==> config.mk <==
export PLATFORM = sky130hd
export DESIGN_NAME = ixu_wb_arbiter_flat
export DESIGN_NICKNAME = d
export VERILOG_FILES = /design/src/rtl/ixu_wb_arbiter_if.sv /design/src/rtl/ixu_wb_arbiter.sv /design/src/flat_wrapper.sv
export SDC_FILE = /design/constraint.sdc
export NUM_CORES = 1
export LEC_CHECK = 0
export ABC_AREA = 1
export BUFFER_PORTS_ARGS = -buffer_cell sky130_fd_sc_hd__buf_2
export CORE_MARGIN = 1.5
export CORE_UTILIZATION = 60
export CTS_CLUSTER_DIAMETER = 100
export CTS_CLUSTER_SIZE = 12
export DETAILED_ROUTE_END_ITERATION = 6
export PLACE_DENSITY = 0.92
export SLEW_MARGIN = 10
export SYNTH_ARGS = -nofsm -noshare
export SYNTH_HDL_FRONTEND = slang
export SYNTH_SLANG_ARGS = --single-unit
==> constraint.sdc <==
create_clock -name clk -period 17.36 [get_ports clk]
set_input_delay 0.868 -clock clk [delete_from_list [all_inputs] [get_ports clk]]
set_output_delay 0.868 -clock clk [all_outputs]
set_load 0.02 [all_outputs]
==> src/rtl/ixu_wb_arbiter_if.sv <==
// Writeback bus between the IXU lanes and the two-port register-file arbiter.
// The lane side drives the per-lane requests; the arbiter drives the write ports and stall.
interface ixu_wb_arbiter_if #(
    parameter int NUM_LANES = 4,
    parameter int DATA_W    = 32
);
    logic [NUM_LANES-1:0]        lane_wr_en;
    logic [5*NUM_LANES-1:0]      lane_rd;
    logic [DATA_W*NUM_LANES-1:0] lane_data;

    logic                        wp0_en;
    logic [4:0]                  wp0_rd;
    logic [DATA_W-1:0]           wp0_data;
    logic                        wp1_en;
    logic [4:0]                  wp1_rd;
    logic [DATA_W-1:0]           wp1_data;
    logic                        stall;

    modport master (
        output lane_wr_en, lane_rd, lane_data,
        input  wp0_en, wp0_rd, wp0_data, wp1_en, wp1_rd, wp1_data, stall
    );

    modport slave (
        input  lane_wr_en, lane_rd, lane_data,
        output wp0_en, wp0_rd, wp0_data, wp1_en, wp1_rd, wp1_data, stall
    );
endinterface

==> src/rtl/ixu_wb_arbiter.sv <==
// Merges NUM_LANES IXU writebacks onto two register-file write ports using a
// round-robin scan over per-lane pending slots; stalls the lanes while more than two are pending.
module ixu_wb_arbiter #(
    parameter int NUM_LANES = 4,
    parameter int DATA_W    = 32
) (
    input  logic            clk,
    input  logic            rst,
    ixu_wb_arbiter_if.slave bus
);
    localparam int PTR_W = $clog2(NUM_LANES);

    logic [NUM_LANES-1:0] slot_valid;
    logic [4:0]           slot_rd   [NUM_LANES];
    logic [DATA_W-1:0]    slot_data [NUM_LANES];
    logic [PTR_W-1:0]     rr_ptr;

    logic                 g0_vld;
    logic                 g1_vld;
    logic [PTR_W-1:0]     g0_sel;
    logic [PTR_W-1:0]     g1_sel;
    logic [PTR_W-1:0]     last_sel;
    logic [NUM_LANES-1:0] grant;
    logic                 stall_int;
    logic [NUM_LANES-1:0] cap_valid;
    logic                 wp0_on;
    logic                 wp1_on;

    always_comb begin : grant_scan
        int idx;
        int n_valid;
        g0_vld  = 1'b0;
        g1_vld  = 1'b0;
        g0_sel  = '0;
        g1_sel  = '0;
        grant   = '0;
        n_valid = 0;
        idx     = 0;
        for (int k = 0; k < NUM_LANES; k++) begin
            idx = k + int'(rr_ptr);
            if (idx >= NUM_LANES) idx = idx - NUM_LANES;
            if (slot_valid[idx]) begin
                n_valid = n_valid + 1;
                if (!g0_vld) begin
                    g0_vld     = 1'b1;
                    g0_sel     = PTR_W'(idx);
                    grant[idx] = 1'b1;
                end else if (!g1_vld) begin
                    g1_vld     = 1'b1;
                    g1_sel     = PTR_W'(idx);
                    grant[idx] = 1'b1;
                end
            end
        end
        stall_int = (n_valid > 2);
        last_sel  = g1_vld ? g1_sel : g0_sel;
    end

    // Only the highest-index lane targeting a given rd survives a capture,
    // which keeps rd unique across slots so grant order never reorders writes.
    always_comb begin
        cap_valid = '0;
        for (int i = 0; i < NUM_LANES; i++) begin
            cap_valid[i] = bus.lane_wr_en[i] && (bus.lane_rd[5*i +: 5] != 5'd0);
            for (int j = i + 1; j < NUM_LANES; j++) begin
                if (bus.lane_wr_en[j] && (bus.lane_rd[5*j +: 5] == bus.lane_rd[5*i +: 5]))
                    cap_valid[i] = 1'b0;
            end
        end
    end

    assign wp0_on       = g0_vld && !rst;
    assign wp1_on       = g1_vld && !rst;
    assign bus.wp0_en   = wp0_on;
    assign bus.wp1_en   = wp1_on;
    assign bus.wp0_rd   = wp0_on ? slot_rd[g0_sel]   : 5'd0;
    assign bus.wp1_rd   = wp1_on ? slot_rd[g1_sel]   : 5'd0;
    assign bus.wp0_data = wp0_on ? slot_data[g0_sel] : '0;
    assign bus.wp1_data = wp1_on ? slot_data[g1_sel] : '0;
    assign bus.stall    = stall_int && !rst;

    // Without stall every valid slot is granted this cycle, so capture can
    // safely replace all slots at once.
    always_ff @(posedge clk) begin
        if (rst) begin
            slot_valid <= '0;
            rr_ptr     <= '0;
            for (int i = 0; i < NUM_LANES; i++) begin
                slot_rd[i]   <= 5'd0;
                slot_data[i] <= '0;
            end
        end else begin
            slot_valid <= slot_valid & ~grant;
            if (!stall_int) begin
                slot_valid <= cap_valid;
                for (int i = 0; i < NUM_LANES; i++) begin
                    slot_rd[i]   <= bus.lane_rd[5*i +: 5];
                    slot_data[i] <= bus.lane_data[DATA_W*i +: DATA_W];
                end
            end
            if (g0_vld) begin
                rr_ptr <= (int'(last_sel) == NUM_LANES - 1) ? '0 : last_sel + PTR_W'(1);
            end
        end
    end
endmodule

==> src/flat_wrapper.sv <==
// flat-port wrapper written by rule: the top's interface ports become plain ports
module ixu_wb_arbiter_flat 
#(
    parameter int NUM_LANES = 4,
    parameter int DATA_W    = 32
)
  (clk, rst, bus_lane_wr_en, bus_lane_rd, bus_lane_data, bus_wp0_en, bus_wp0_rd, bus_wp0_data, bus_wp1_en, bus_wp1_rd, bus_wp1_data, bus_stall);
  ixu_wb_arbiter_if #(.NUM_LANES(NUM_LANES), .DATA_W(DATA_W)) bus_i ();
  input  logic clk;
  input  logic rst;
  input wire logic [$bits(bus_i.lane_wr_en)-1:0] bus_lane_wr_en;
  input wire logic [$bits(bus_i.lane_rd)-1:0] bus_lane_rd;
  input wire logic [$bits(bus_i.lane_data)-1:0] bus_lane_data;
  output wire logic [$bits(bus_i.wp0_en)-1:0] bus_wp0_en;
  output wire logic [$bits(bus_i.wp0_rd)-1:0] bus_wp0_rd;
  output wire logic [$bits(bus_i.wp0_data)-1:0] bus_wp0_data;
  output wire logic [$bits(bus_i.wp1_en)-1:0] bus_wp1_en;
  output wire logic [$bits(bus_i.wp1_rd)-1:0] bus_wp1_rd;
  output wire logic [$bits(bus_i.wp1_data)-1:0] bus_wp1_data;
  output wire logic [$bits(bus_i.stall)-1:0] bus_stall;
  assign bus_i.lane_wr_en = bus_lane_wr_en;
  assign bus_i.lane_rd = bus_lane_rd;
  assign bus_i.lane_data = bus_lane_data;
  assign bus_wp0_en = bus_i.wp0_en;
  assign bus_wp0_rd = bus_i.wp0_rd;
  assign bus_wp0_data = bus_i.wp0_data;
  assign bus_wp1_en = bus_i.wp1_en;
  assign bus_wp1_rd = bus_i.wp1_rd;
  assign bus_wp1_data = bus_i.wp1_data;
  assign bus_stall = bus_i.stall;
  ixu_wb_arbiter #(.NUM_LANES(NUM_LANES), .DATA_W(DATA_W)) u_core (.clk(clk), .rst(rst), .bus(bus_i));
endmodule
==> run metrics <==
failing checks=design-rule violations; Hold Fails Final Rpt=0; YS warnings=0; core region area=16,580 um2; Max Cap Viol=0; chip height=133.5 um; CP startpoint kind=register; post-synthesis xor/xnor area fraction=0.9308%; post-synthesis mux area share=0%; Synth-to-Final Area Change=15.70%; Crit Path Class=reg -> out; Worst R2R Path Depth=15; largest family of logic cells by synthesized area=simple AND/OR/NAND/NOR gates; Post-synth EDFFs=148; max_slew headroom=26.34%; antenna violations before repair=0; post-CTS setup buffers=0; routed vias=10,220; max-slew violations=0; post-layout minimum cycle time=6299 ps; Hold/Removal Path Class=reg -> reg; Worst Setup End Kind=output port; DR pass1 iterations=7; Total Neg Setup Slack=0 ps; Worst-Margin Slew=1105 ps; ys async rst share=0%; CTS tree=yes; Setup Skew=6.603 ps; synthesized instance count=1,423; Initial Utilization=61.60%; Main synth FF type=edfxtp_1; share of cells above drive strength 1=17.95%; vias per cell=5.565; compound-gate portion of the synthesized area=8.659%; crit path DAT=5430 ps; critical register-to-register path endpoint=u_core.slot_data[1][31]; drt wl/cell=16.48 um; Remaining DRCs=9; Required @ worst endpoint=16,490 ps; # setup viols final=0; Setup crit start=u_core.rr_ptr[0]; CTS clk-pin slew, worst paths=60 ps; syn nets=1,592; Synth Area in Adders=1.837%; crit-path max FO=91; outcome=complete, but fails checks; H-Tree Level Count=4; RSZ-0062 raised after global routing=false; vias in the first global route=9,261; crit path capture=bus_wp1_rd[1]; Post-Synth Simple-Gate Area=29.20%; Avg Inst Size Synth=7.179 um2; R2R Setup Slk=12,320 ps; dpl hpwl=20,860 um; largest net degree at the start of global routing=104; # nets final=1,773; Netlist Area Pre-Place=10,220 um2; post-cts sizing count=0; grt ovf=0; reg-to-reg startpoint=u_core.rr_ptr[0]; Die ar.=17,820 um2; Antenna Violating Nets Remaining=0; #FFs+latches synth=154; gpl congestion=0.9529; initial detailed-routing violation count=1,761; CTS buffer count=17; Synth cell types=34; # port buffers=230; final worst path period share=36.28%; CTS max path bufs=2; clk_lat worst skew=440 ps; Seq/Total Area, Yosys=44.68%; first-pass GRT wire length=47,670 um; hold buffers post-CTS=0; DIE WIDTH=133.5 um; CTS root buffer=clkbuf_16; Rows=47; Ant. Diodes=0; final WL=30,270 um; Boundary Pins=231; total track usage=34.16%; clk sinks=154; maximum clock rate=158.8 MHz
==> worst min path at each step <==
stage                                     from              endpoint  slack (ps)  cells past startpoint
final                     u_core.slot_valid[0]  u_core.slot_valid[0]         640                      4
after global routing      u_core.slot_valid[0]  u_core.slot_valid[0]         690                      4
after CTS                 u_core.slot_valid[0]  u_core.slot_valid[0]         630                      4
after detailed placement  u_core.slot_valid[0]  u_core.slot_valid[0]         620                      4
after global placement    u_core.slot_valid[2]  u_core.slot_valid[2]         620                      4
after floorplan           u_core.slot_valid[3]  u_core.slot_valid[3]         540                      4
==> flip-flops by register name (all words and copies together), names as in the netlist <==
register / flops
u_core.rr_ptr: 2
u_core.slot_data: 128
u_core.slot_rd: 20
u_core.slot_valid: 4
==> cells by family (layout without fill, tap and decap cells) <==
kind of cell	count (synthesis)	after routing
AOI/OAI and AO/OA	150	150
xor gates and xnor gates	10	10
adders and majority gates	15	15
buffers and inverters	347	540
DFF	154	154
and+or+nand+nor	747	747
==> cell type report <==
type | instances | area, um2
inverter | 271 | 1020
sequential | 154 | 4564
multi-input combinational | 922 | 4165
clock buffer | 19 | 432.9
timing repair buffer | 238 | 1211
fill | 1349 | 4763
clock inverter | 12 | 151.4
tap | 220 | 275.3
==> cells in the mapped netlist (10+ instances only) <==
cell type	instances	area share [%]
nand2_1	412	15
inv_1	265	9.7
nor2_1	231	8.5
edfxtp_1	148	44
a21oi_1	84	4.1
nand3_1	80	3.9
buf_2	33	1.6
o211ai_1	31	2.3
buf_6	18	2.0
ha_1	15	1.8
o21ai_0	12	0.59
clkbuf_1	10	0.37
o22ai_1	10	0.61
==> stage by stage <==
step                      hold slack (ps)  area [um2]  std cells  setup WS, ps  util, %
after floorplan                     541.1       10220       1423         10010        -
after global routing                694.2       11820       1836         10730    71.28
after detailed placement            624.6       11240       1805         11690    67.75
after global placement              616.0       11240       1805         11790    67.75
after CTS                           633.2       11820       1836         11190    71.28
final                               639.8       11820       1836         11060    71.28
==> critical path, stage by stage (launching register included) <==
cell and delay (ps):
dfxtp_1 590, inv_2 240, ha_1 430, inv_1 110, nand3_1 130, nand2_2 150, inv_1 130, ha_1 390
nor2_1 140, nand3_1 150, nand3_1 90, nand2_1 80, nand2_1 80, nand2_2 60, buf_4 730, inv_2 690
nand2_1 230, a21oi_1 100, nor2_1 220, buf_2 210
==> cells in the final DEF, fill, tap and decap left out, types with 10 or more instances in the layout <==
cell / n
edfxtp_1: 148
nand3_1: 80
nand2_1: 409
clkbuf_16: 17
ha_1: 15
o22ai_1: 10
buf_2: 230
a21oi_1: 84
o21ai_0: 12
inv_1: 265
nor2_1: 230
o211ai_1: 31
==> per-layer routing <==
metal / GRT usage (%) / wire [um] / vias to the layer above
met5: 0 / 0 / -
met4: 12.20 / 889 / 0
met3: 6.240 / 3785 / 85
met2: 48.45 / 12820 / 813
met1: 52.32 / 12770 / 4543
li1: - / - / 4777
Power is left out: the tool's default activity adds up to more than one toggle a clock period on the data nets, which glitch-free logic cannot reach.
